==> src/rtl/mw_load_store_stage.sv <==
// Memory/writeback stage: captures the execute instruction and runs loads and stores over a
// req/gnt/rvalid port. It formats load data and drives the writeback value, the commit strobe and the upstream stall.
module mw_load_store_stage (
    input  logic        clk,
    input  logic        rst,
    input  logic        ex_valid,
    input  logic        flush,
    input  logic [31:0] ex_pc,
    input  logic [31:0] ex_alu_result,
    input  logic [31:0] ex_store_data,
    input  logic [4:0]  ex_write_address,
    input  logic        ex_reg_write_enable,
    input  logic [1:0]  ex_writeback_select,
    input  logic        ex_mem_read,
    input  logic        ex_mem_write,
    input  logic [2:0]  ex_funct3,
    output logic        dmem_req,
    output logic        dmem_we,
    output logic [31:0] dmem_addr,
    output logic [31:0] dmem_wdata,
    output logic [3:0]  dmem_wstrb,
    input  logic        dmem_gnt,
    input  logic        dmem_rvalid,
    input  logic [31:0] dmem_rdata,
    output logic        mw_valid,
    output logic [4:0]  mw_write_address,
    output logic        mw_reg_write_enable,
    output logic [1:0]  mw_writeback_select,
    output logic [31:0] mw_writeback_data,
    output logic        mw_commit,
    output logic        mw_misaligned,
    output logic        lsu_stall
);

    typedef enum logic [1:0] {
        IDLE = 2'd0,
        REQ  = 2'd1,
        RESP = 2'd2,
        DONE = 2'd3
    } state_t;

    state_t      state_q, state_d;

    logic        valid_q;
    logic [31:0] pc_q;
    logic [31:0] alu_q;
    logic [31:0] store_data_q;
    logic [4:0]  rd_q;
    logic        rwe_q;
    logic [1:0]  wbsel_q;
    logic        mem_write_q;
    logic [2:0]  funct3_q;
    logic        misaligned_q;
    logic [31:0] load_data_q, load_data_d;

    logic        capture;
    logic        ex_live;
    logic        ex_mem_op;
    logic        ex_misaligned;

    assign lsu_stall = (state_q == REQ) || (state_q == RESP);
    assign capture   = ~lsu_stall;
    assign ex_live   = ex_valid & ~flush;
    assign ex_mem_op = ex_mem_read | ex_mem_write;

    // Size comes from funct3[1:0]; the reserved encoding 11 is handled like a word.
    always_comb begin
        ex_misaligned = 1'b0;
        case (ex_funct3[1:0])
            2'b00:   ex_misaligned = 1'b0;
            2'b01:   ex_misaligned = ex_alu_result[0];
            default: ex_misaligned = |ex_alu_result[1:0];
        endcase
    end

    always_comb begin
        state_d = state_q;
        case (state_q)
            IDLE, DONE: begin
                if (ex_live && ex_mem_op) begin
                    state_d = ex_misaligned ? DONE : REQ;
                end else begin
                    state_d = IDLE;
                end
            end
            REQ: begin
                if (dmem_gnt) begin
                    state_d = mem_write_q ? DONE : RESP;
                end
            end
            RESP: begin
                if (dmem_rvalid) begin
                    state_d = DONE;
                end
            end
            default: state_d = IDLE;
        endcase
    end

    always_ff @(posedge clk or posedge rst) begin
        if (rst) begin
            state_q      <= IDLE;
            valid_q      <= 1'b0;
            pc_q         <= '0;
            alu_q        <= '0;
            store_data_q <= '0;
            rd_q         <= '0;
            rwe_q        <= 1'b0;
            wbsel_q      <= '0;
            mem_write_q  <= 1'b0;
            funct3_q     <= '0;
            misaligned_q <= 1'b0;
            load_data_q  <= '0;
        end else begin
            state_q     <= state_d;
            load_data_q <= load_data_d;
            if (capture) begin
                valid_q      <= ex_live;
                pc_q         <= ex_pc;
                alu_q        <= ex_alu_result;
                store_data_q <= ex_store_data;
                rd_q         <= ex_write_address;
                rwe_q        <= ex_live & ex_reg_write_enable & ~(ex_mem_op & ex_misaligned);
                wbsel_q      <= ex_writeback_select;
                mem_write_q  <= ex_mem_write;
                funct3_q     <= ex_funct3;
                misaligned_q <= ex_live & ex_mem_op & ex_misaligned;
            end
        end
    end

    // Byte lanes of the store word and of the returned load word.
    logic [7:0] wdata_lane [4];
    logic [7:0] rdata_lane [4];

    for (genvar gi = 0; gi < 4; gi++) begin : g_lane
        always_comb begin
            wdata_lane[gi] = store_data_q[8*gi +: 8];
            case (funct3_q[1:0])
                2'b00:   wdata_lane[gi] = store_data_q[7:0];
                2'b01:   wdata_lane[gi] = store_data_q[8*(gi%2) +: 8];
                default: wdata_lane[gi] = store_data_q[8*gi +: 8];
            endcase
        end
        assign dmem_wdata[8*gi +: 8] = wdata_lane[gi];
        assign rdata_lane[gi]        = dmem_rdata[8*gi +: 8];
    end

    assign dmem_req  = (state_q == REQ);
    assign dmem_we   = (state_q == REQ) & mem_write_q;
    assign dmem_addr = {alu_q[31:2], 2'b00};

    always_comb begin
        dmem_wstrb = 4'b0000;
        if (dmem_we) begin
            case (funct3_q[1:0])
                2'b00:   dmem_wstrb = 4'b0001 << alu_q[1:0];
                2'b01:   dmem_wstrb = 4'b0011 << alu_q[1:0];
                default: dmem_wstrb = 4'b1111;
            endcase
        end
    end

    logic [7:0]  sel_byte;
    logic [15:0] sel_half;
    logic [31:0] load_fmt;

    assign sel_byte = rdata_lane[alu_q[1:0]];
    assign sel_half = alu_q[1] ? dmem_rdata[31:16] : dmem_rdata[15:0];

    always_comb begin
        load_fmt = dmem_rdata;
        case (funct3_q)
            3'b000:  load_fmt = {{24{sel_byte[7]}}, sel_byte};
            3'b001:  load_fmt = {{16{sel_half[15]}}, sel_half};
            3'b100:  load_fmt = {24'b0, sel_byte};
            3'b101:  load_fmt = {16'b0, sel_half};
            default: load_fmt = dmem_rdata;
        endcase
    end

    // A response is only taken while waiting for one; stray rvalids are dropped.
    always_comb begin
        load_data_d = load_data_q;
        if ((state_q == RESP) && dmem_rvalid) begin
            load_data_d = load_fmt;
        end
    end

    always_comb begin
        mw_writeback_data = 32'h0;
        case (wbsel_q)
            2'b00:   mw_writeback_data = alu_q;
            2'b01:   mw_writeback_data = pc_q + 32'd4;
            2'b10:   mw_writeback_data = load_data_q;
            default: mw_writeback_data = 32'h0;
        endcase
    end

    assign mw_valid            = valid_q;
    assign mw_write_address    = rd_q;
    assign mw_reg_write_enable = rwe_q;
    assign mw_writeback_select = wbsel_q;
    assign mw_misaligned       = misaligned_q;
    assign mw_commit           = valid_q & ((state_q == IDLE) || (state_q == DONE));

endmodule
==> config.mk <==
export PLATFORM = sky130hd
export DESIGN_NAME = mw_load_store_stage
export DESIGN_NICKNAME = d
export VERILOG_FILES = /design/src/rtl/mw_load_store_stage.sv
export SDC_FILE = /design/constraint.sdc
export NUM_CORES = 1
export LEC_CHECK = 0
export ABC_AREA = 1
export BUFFER_PORTS_ARGS = -buffer_cell sky130_fd_sc_hd__buf_2
export CORE_AREA = 10 10 138 140
export CTS_BUF_LIST = sky130_fd_sc_hd__clkbuf_16
export CTS_CLUSTER_DIAMETER = 100
export DETAILED_ROUTE_END_ITERATION = 10
export DIE_AREA = 0 0 148 150
export HOLD_SLACK_MARGIN = 0.15
export PLACE_DENSITY = 0.84
export SYNTH_ARGS = -nofsm -noshare
export SYNTH_HDL_FRONTEND = slang
export SYNTH_SLANG_ARGS = --single-unit
==> constraint.sdc <==
create_clock -name clk -period 6.4 [get_ports clk]
set_input_delay 1.6 -clock clk [delete_from_list [all_inputs] [get_ports clk]]
set_output_delay 1.6 -clock clk [all_outputs]
set_load 0.05 [all_outputs]
### Word-level counts from Yosys, hierarchy flattened

Cells that the tools add are included.

* $add $sub $neg: 1
* magnitude comparators: 1
* equal/unequal tests: 12
* shifts and indexed selects: 2
* multiplexer cells: 18
* bitwise gates (word level): 12
* reductions and logical operators: 13

Operator list (number)
* $pmux W32 S4: 1
* $pmux W32 S3: 1
* $add A32 B3 Y32 const B: 1
* $mux W8: 4
* $bmux W8 S2: 1
* $mux W16: 1
* $pmux W8 S2: 1
* $and A1 B1 Y1: 8
* $eq A2 B1 Y1 const B: 4
* $logic_not A2 Y1: 4
* $mux W2: 4
* $pmux W4 S2: 1
* $eq A2 B2 Y1 const B: 3
* $eq A3 B3 Y1 const B: 2
* $pmux W2 S3: 1
* $reduce_or A2 Y1: 3
* $mux W4: 1
* $shl A1 B2 Y4 const A: 1
* $shl A2 B2 Y4 const A: 1
* $eq A3 B1 Y1 const B: 1
* $ge A3 B3 Y1 const B: 1
* $logic_not A3 Y1: 1
* $not A2 Y3: 1
* $logic_and A1 B1 Y1: 2
* other kinds (8): 10

* register bits after elaboration: 144
* input bits: 147
* output and inout port bits: 114
* logic and storage cells: 71

### Longest topological paths before layout

Gate-level depths: netlist of run 1.

* word-level depth: 5
* gate-level depth with buffers: 10

### Least setup slack after synthesis of run 1

No wires, ideal clock.

* path kind: flip-flop to output port
* from: reg state_q[1]
* to: out dmem_wstrb[1]
* arrival: 2.322 ns
* required time: 4.800 ns
* slack: 2.478 ns
* cell stages (with the launch flop): 5
* buffers on the path: 0
* cell sequence: dfrtp_1 > inv_1 > ha_1 > nand2_1 > a211oi_1

* longest elaborated chain between the ends: 3

RTL lines
* from (decl): line 42 `state_t state_q, state_d;`
* from (signal assigned): line 115 `state_q <= state_d;`
* $eq A2 B1 Y1
* named net dmem_req: line 17 `output logic dmem_req,`
* $and A1 B1 Y1: line 150 `assign dmem_we = (state_q == REQ) & mem_write_q;`
* $mux W4: line 155 `if (dmem_we) begin`
* to (decl): line 21 `output logic [3:0] dmem_wstrb,`

The timed path passes the listed nets, and every way through them passes these cells.

### Worst setup path in the final report of run 1

* from: reg wbsel_q[1], in the netlist mw_writeback_select[1]
* to: out mw_writeback_data[31]

* longest elaborated chain between the ends: 2

RTL lines
* from (decl): line 50 `logic [1:0] wbsel_q;`
* from (signal assigned): line 124 `wbsel_q <= ex_writeback_select;`
* $eq A2 B2 Y1, or another cell as far along: line 192 `case (wbsel_q)`
* $pmux W32 S3 (*): line 192
* to (decl): line 29 `output logic [31:0] mw_writeback_data,`

Every way passes the cells marked *; elsewhere a longest branch is shown, timed or not.

==> results of run 1 <==
## flip-flops by register name (all words and copies together), names as in the netlist, 2 cells and up
signal,cells
alu_q,32
funct3_q,3
load_data_q,32
mw_write_address,5
mw_writeback_select,2
pc_q,32
state_q,2
store_data_q,32
## kinds of logic (layout without fill, tap and decap cells)
family	after synthesis	count (layout)	share of synthesized area (%)
and+or+nand+nor	548	548	26.9
buffers and inverters	252	456	13.7
AOI/OAI and AO/OA	224	224	15.5
DFF	144	144	43.4
adders and majority gates	3	3	0.452
other	1	3	0.0452
## stage by stage
stage,hold WS (ns),cells,utilization (%)
after floorplan,0.442,1173,-
after global placement,0.450,1565,57.5
after detailed placement,0.454,1565,57.5
after CTS,0.469,1597,61.1
after global routing,0.497,1597,61.1
final,0.466,1598,61.1
## layout make-up
type | instances | area, um2
antenna | 1 | 2.50
clock buffer | 17 | 425
clock inverter | 15 | 170
fill | 1600 | 6350
inverter | 161 | 609
multi-input combinational | 777 | 3580
sequential | 144 | 3600
tap | 220 | 275
timing repair buffer | 263 | 1330
## final timing paths
| kind | startpoint | end | slack (ns) | cells past startpoint |
|---|---|---|---|---|
| min in group asynchronous | rst | store_data_q[14] | 1.34 | 2 |
| worst max register to register | state_q[0] | load_data_q[8] | 3.54 | 7 |
| worst max-delay path | mw_writeback_select[1] | mw_writeback_data[31] | 2.34 | 7 |
| worst min register to register | mw_write_address[4] | mw_write_address[4] | 0.47 | 2 |
| max in group asynchronous | rst | pc_q[21] | 3.87 | 3 |
| worst min-delay path | mw_write_address[4] | mw_write_address[4] | 0.47 | 2 |
## placed cells by master, fill, tap and decap left out, drive strengths merged
cell        n
nand2     392
buf       263
inv       164
o21ai     155
dfrtp     144
nor2       80
nand3      64
a21oi      19
clkbuf     17
o22ai      15
o221ai     15
o21bai      7
clkinv      7
o211ai      6
or2         6
and2        3
bufinv      3
nor3        3
ha          3
a211oi      2
conb        2
clkinvlp    2
diode       1
o21a        1
a21boi      1
a22oi       1
a31oi       1
a21o        1
## layer usage
layer  up-vias  track usage (%)
li1       4034                -
met1      3782             28.0
met2       444             41.7
met3        82             10.2
met4         2             14.5
met5         -                0
## worst min-delay path, cell delays in order (launching register included)
cell and delay [ns]:
dfrtp_1 0.34, nand2_1 0.05, nand2_1 0.04
==> flow_metrics.py, run 1 <==
metrics = {
    "outcome": {
        "status": "completed",
    },
    "clock_tree": {
        "numCtsBuffers": 17,
        "cts.repair.resized": 0,
        "root_buffer": "clkbuf_16",
        "hold_buffers": 0,
        "clk_pin_slew_ns": 0.06,
        "htreeDepth": 4,
        "cts_sinks": 144,
        "clk_latency_ns": 0.43,
        "post_cts_buffers": 0,
        "cts_tree": "done",
        "clock_path_buffers": 2,
    },
    "yosys": {
        "syn_area_per_cell_um2": 7.09,
        "yosysTopAreaCell": "dfrtp_1",
        "synthCells": 1172,
        "synth_edf_count": 0,
        "yosysTopAreaCellShare_pct": 43.4,
        "synth_ff_type": "dfrtp_1",
        "ys_warn_count": 0,
        "ys_seq_elements": 144,
        "netlist_area_um2": 8300,
        "synth.distinct_cells": 39,
        "async_flop_share_pct": 100,
        "ys_top_cells_by_count": "nand2_1 (386), inv_1 (156), dfrtp_1 (144)",
        "synth.area.top_cells": "dfrtp_1 (43%), nand2_1 (17%), o21ai_0 (8.5%)",
        "yosysMostFrequentCell": "nand2_1",
        "ys_seq_area_share_pct": 43.4,
    },
    "placement": {
        "gp_congestion": 0.946,
        "dp_hpwl_um": 21900,
        "place_area_um2": 9400,
        "portBuffers": 258,
        "place_ws_ns": 2.51,
    },
    "die": {
        "coreArea_um2": 16300,
        "die_w_um": 148,
        "dieArea_um2": 22200,
        "die_h_um": 150,
        "start_util_pct": 50.8,
        "io_pins": 261,
        "fp-row-count": 47,
    },
    "detailed_routing": {
        "vias": 8344,
        "dr_wl_met2_um": 13600,
        "totalWireLength_um": 28800,
        "dr.pass1.iters": 5,
        "drc_errors": 0,
        "wl_per_cell_um": 18.0,
        "viasPerCell": 5.22,
        "wl_met3_um": 3090,
        "antenna_left": 0,
        "drt-initial-drc-count": 488,
        "wl_met1_um": 10800,
        "top_layer": "met5",
    },
    "critical_path": {
        "cp_data_required_time_ns": 4.80,
        "critPathMaxFanout": 19,
        "path_delay_family": "buffers and inverters",
        "cp_num_buf_inv": 4,
        "end_kind": "output pin",
        "arrival_ns": 2.46,
        "startpoint_type": "flop",
        "path_class": "reg2out",
        "slowest_delay_ns": 0.48,
        "critPathMostFrequentCell": "inv_1",
        "crit_chain": "inv_1 -> nor2_2 -> inv_2 -> o22ai_1 -> inv_1 -> nand2_1 -> buf_2",
        "cp_slowest_cell": "nor2_2",
    },
    "timing": {
        "final_max_slew_viol_count": 0,
        "worstMarginPinSlew_ns": 1.08,
        "finClkSkew_ns": 0.00971,
        "setup_viol_count_final": 0,
        "fin_setup_tns_ns": 0,
        "fmax_ghz": 0.246,
        "setup_ws_ns": 2.34,
        "rsz0062_at_grt": "false",
        "max-slew-margin-rel_pct": 28.2,
        "hold_viol": 0,
        "finalCriticalPeriod_ns": 4.06,
        "fin_crit_sh_pct": 63.4,
    },
    "grt": {
        "overflow": 0,
        "grt_usage_pct": 25.6,
        "grt_first_pass_wirelength_um": 44400,
        "grt_pass1_vias": 8503,
        "grt_max_degree": 105,
        "antenna_found_initial": 2,
    },
    "run": {
        "cap_violations": 0,
    },
    "layout": {
        "finalInstanceArea_um2": 9990,
        "final_nets": 1514,
        "area_growth_pct": 20.4,
        "drive_gt1_share_pct": 24.1,
    },
    "worst_hold_path": {
        "hold_class": "reg2reg",
    },
}
Power of run 1 is left out: the tool's default activity adds up to more than one toggle a clock period on the data nets, which glitch-free logic cannot reach.
==> run 2: changes to the inputs <==
Settings changed: CORE_AREA 10 10 138 140 to 10 10 144 146, DIE_AREA 0 0 148 150 to 0 0 154 156, PLACE_DENSITY 0.84 to 0.81.
Clock period 6.4 ns to 3.5 ns, I/O delays scaled along.
==> flow_metrics.py, run 2 (synthesis results as in run 1) <==
metrics = {
    "outcome": {
        "status": "completed",
    },
    "clock_tree": {
        "clk_latency_ns": 0.42,
        "clock_path_buffers": 2,
        "cts.repair.resized": 0,
        "htreeDepth": 4,
        "cts_tree": "done",
        "post_cts_buffers": 0,
        "root_buffer": "clkbuf_16",
        "numCtsBuffers": 17,
        "cts_sinks": 144,
        "hold_buffers": 0,
        "clk_pin_slew_ns": 0.06,
    },
    "timing": {
        "hold_viol": 0,
        "max-slew-margin-rel_pct": 30.0,
        "fin_crit_sh_pct": 90.2,
        "finalCriticalPeriod_ns": 3.16,
        "rsz0062_at_grt": "false",
        "worstMarginPinSlew_ns": 1.05,
        "setup_viol_count_final": 0,
        "hold_slack_ns": 0.466,
        "final_max_slew_viol_count": 0,
        "finClkSkew_ns": 0.0110,
        "fmax_ghz": 0.317,
        "fin_setup_tns_ns": 0,
    },
    "critical_path": {
        "critPathMaxFanout": 19,
        "end_kind": "output pin",
        "path_delay_family": "buffers and inverters",
        "cp_num_buf_inv": 3,
        "slowest_delay_ns": 0.45,
        "path_class": "reg2out",
        "cp_data_required_time_ns": 2.62,
        "crit_chain": "inv_1 -> nor2_2 -> inv_2 -> o221ai_1 -> buf_2",
        "arrival_ns": 2.28,
        "cp_slowest_cell": "dfrtp_1",
        "startpoint_type": "flop",
    },
    "grt": {
        "overflow": 0,
        "grt_first_pass_wirelength_um": 44600,
        "antenna_found_initial": 6,
        "grt_usage_pct": 23.4,
        "grt_max_degree": 145,
        "grt_pass1_vias": 8322,
    },
    "detailed_routing": {
        "dr.pass1.iters": 5,
        "viasPerCell": 5.19,
        "totalWireLength_um": 28900,
        "drc_errors": 0,
        "antenna_left": 0,
        "wl_per_cell_um": 17.9,
        "drt-initial-drc-count": 603,
        "vias": 8393,
    },
    "die": {
        "die_h_um": 156,
        "io_pins": 261,
        "die_w_um": 154,
        "dieArea_um2": 24000,
        "fp-row-count": 49,
        "coreArea_um2": 17800,
        "start_util_pct": 46.5,
    },
    "layout": {
        "final_nets": 1520,
        "final_core_util_pct": 56.2,
        "area_growth_pct": 20.8,
        "final_cells": 1616,
        "final_common_cell": "nand2_1",
        "drive_gt1_share_pct": 24.2,
        "layout_common_cells": "nand2_1 (386), buf_2 (258), inv_1 (159)",
    },
    "placement": {
        "placed_cells": 1580,
        "portBuffers": 258,
        "dp_hpwl_um": 22700,
        "gp_congestion": 0.935,
    },
    "worst_hold_path": {
        "hold_class": "reg2reg",
    },
    "run": {
        "cap_violations": 0,
    },
}
[run 2: layer usage]
metal | vias to the layer above | GRT usage [%] | wire, um
met5 | - | 0 | 23
met4 | 4 | 9.81 | 978
met3 | 59 | 8.80 | 2770
met2 | 366 | 38.5 | 13800
met1 | 3912 | 26.8 | 11400
li1 | 4052 | - | -
[run 2: worst reg2reg max path, stage by stage, from the launching register on]
cell and delay, ns:
dfrtp_1 0.42, ha_4 0.34, buf_4 0.76, o21ai_0 0.34, nand2_1 0.13, o21ai_0 0.08
[run 2: metrics by stage]
stage	instance area [um2]	setup slack, ns
after floorplan	8310	0.303
after global placement	9460	0.864
after detailed placement	9460	0.808
after CTS	10000	0.352
after global routing	10000	0.151
final	10000	0.342
[run 2: worst paths after layout]
path	slack, ns	from	cells past startpoint	end
max	0.34	mw_writeback_select[1]	5	mw_writeback_data[5]
min	0.47	mw_write_address[4]	2	mw_write_address[4]
max reg2reg	1.32	state_q[1]	5	state_q[1]
min reg2reg	0.47	mw_write_address[4]	2	mw_write_address[4]
max in group asynchronous	2.25	rst	3	pc_q[10]
min in group asynchronous	0.64	rst	3	store_data_q[28]
[run 2: final cells by class]
class,instances,area [um2]
Inverter,161,608
Tap cell,229,287
Timing Repair Buffer,269,1390
Sequential cell,144,3600
Clock inverter,15,131
Multi-Input combinational cell,777,3580
Fill cell,1706,7810
Antenna cell,4,10.0
Clock buffer,17,425
Power of run 2 is left out for the same reason.
==> run 3: changes to the inputs <==
==> constraint.sdc (replaced) <==
create_clock -name clk -period 3.5 [get_ports clk]
set_input_delay 0.175 -clock clk [delete_from_list [all_inputs] [get_ports clk]]
set_output_delay 0.175 -clock clk [all_outputs]
set_load 0.05 [all_outputs]
==> flow_metrics.py, run 3 (synthesis results as in run 1) <==
metrics = {
    "timing": {
        "finalCriticalPeriod_ns": 2.75,
        "fin_setup_tns_ns": 0,
        "fin_crit_sh_pct": 78.7,
        "setup_viol_count_final": 0,
        "final_max_slew_viol_count": 0,
        "hold_viol": 0,
        "fmax_ghz": 0.363,
        "finClkSkew_ns": 0.0135,
        "rsz0062_at_grt": "false",
        "max-slew-margin-rel_pct": 51.1,
        "worstMarginPinSlew_ns": 0.733,
    },
    "grt": {
        "grt_pass1_vias": 9439,
        "grt_usage_pct": 26.2,
        "antenna_found_initial": 3,
        "grt_first_pass_wirelength_um": 50400,
        "grt_max_degree": 195,
        "overflow": 0,
    },
    "clock_tree": {
        "numCtsBuffers": 17,
        "htreeDepth": 4,
        "clk_latency_ns": 0.43,
        "root_buffer": "clkbuf_16",
        "clk_pin_slew_ns": 0.06,
        "cts_tree": "done",
        "cts_sinks": 144,
        "clock_path_buffers": 2,
    },
    "die": {
        "coreArea_um2": 17800,
        "fp-row-count": 49,
        "die_w_um": 154,
        "io_pins": 261,
        "die_h_um": 156,
        "dieArea_um2": 24000,
        "start_util_pct": 46.5,
    },
    "detailed_routing": {
        "viasPerCell": 5.26,
        "antenna_left": 0,
        "drt-initial-drc-count": 749,
        "wl_per_cell_um": 18.6,
        "dr.pass1.iters": 7,
        "vias": 9157,
        "totalWireLength_um": 32400,
        "drc_errors": 0,
    },
    "layout": {
        "drive_gt1_share_pct": 22.3,
        "area_growth_pct": 37.5,
        "final_core_util_pct": 64.0,
        "final_nets": 1646,
        "layout_common_cells": "nand2_1 (386), buf_2 (258), inv_1 (157)",
        "final_common_cell": "nand2_1",
        "num-fill-cells": 1457,
    },
    "critical_path": {
        "rrSetupSlack_ns": 1.05,
        "cp_data_required_time_ns": 3.32,
        "end_kind": "output pin",
        "rr_worst_depth": 8,
        "timing.rr.end": "load_data_q[29]",
        "critPathMaxFanout": 29,
        "timing.rr.start": "funct3_q[1]",
        "arrival_ns": 2.58,
        "path_class": "reg2out",
        "startpoint_type": "flop",
    },
    "placement": {
        "gp_congestion": 0.943,
        "portBuffers": 258,
        "dp_hpwl_um": 22600,
    },
    "outcome": {
        "status": "completed",
    },
    "worst_hold_path": {
        "holdPathStages": 4,
        "hold_path_end": "load_data_q[2]",
        "hold_class": "in2reg",
        "min_from": "dmem_rdata[2]",
    },
    "run": {
        "cap_violations": 0,
    },
}
-- run 3: cell count changes in the layout (fill, tap and decap cells not counted), moves of 2 or more --
cell | previous run | this run
bufinv_16 | 2 | 6
dlygate4sd3_1 | 0 | 128
inv_1 | 159 | 157
buf_4 | 10 | 7
clkinv_1 | 3 | 1
-- run 3: area by class of cell --
class                      instances  area (um2)  area share, %
inverter                         161         608           5.33
clock inverter                    15         241           2.12
multi-input combinational        777        3580           31.4
tap                              229         287           2.51
antenna                            3        7.51         0.0658
sequential                       144        3600           31.6
clock buffer                      17         425           3.73
timing repair buffer             395        2670           23.3
-- run 3: per-layer routing --
| metal | vias up | GRT usage, % | wire (um) |
|---|---|---|---|
| met5 | - | 0 | 0 |
| met4 | 0 | 13.0 | 1480 |
| met3 | 101 | 9.35 | 3430 |
| met2 | 543 | 44.2 | 15500 |
| met1 | 4209 | 28.8 | 11900 |
| li1 | 4304 | - | - |
-- run 3: worst max-delay path, cell delays in order (launching register included) --
cell	delay [ns]
dfrtp_1	0.65
inv_1	0.17
buf_4	0.30
nand2_1	0.36
o221ai_1	0.34
buf_2	0.33
-- run 3: worst max-delay path by stage --
stage | start | end | slack, ns
finish | funct3_q[1] | dmem_wdata[25] | 0.75
CTS | funct3_q[1] | dmem_wdata[31] | 0.85
floorplan | state_q[1] | dmem_wstrb[1] | 1.00
detailed placement | funct3_q[1] | load_data_q[26] | 1.15
global route | funct3_q[1] | dmem_wdata[25] | 0.67
global placement | funct3_q[1] | load_data_q[29] | 1.19
-- run 3: stage by stage --
step	area, um2	hold WS [ns]	instances	setup WS [ns]
detailed placement	9460	0.162	1578	1.15
floorplan	8310	0.292	1173	1.00
global route	11400	0.175	1740	0.673
finish	11400	0.166	1741	0.746
CTS	11400	0.154	1738	0.847
global placement	9460	0.162	1578	1.19
-- run 3: repair_timing --
| item | CTS | global route |
|---|---|---|
| buffers inserted | 0 | 0 |
| gates resized for setup | 0 | 0 |
| hold endpoints to repair | 137 | 0 |
| hold buffers | 128 | 0 |
| endpoints found under the setup margin | 0 | 0 |
Power of run 3 is left out for the same reason.
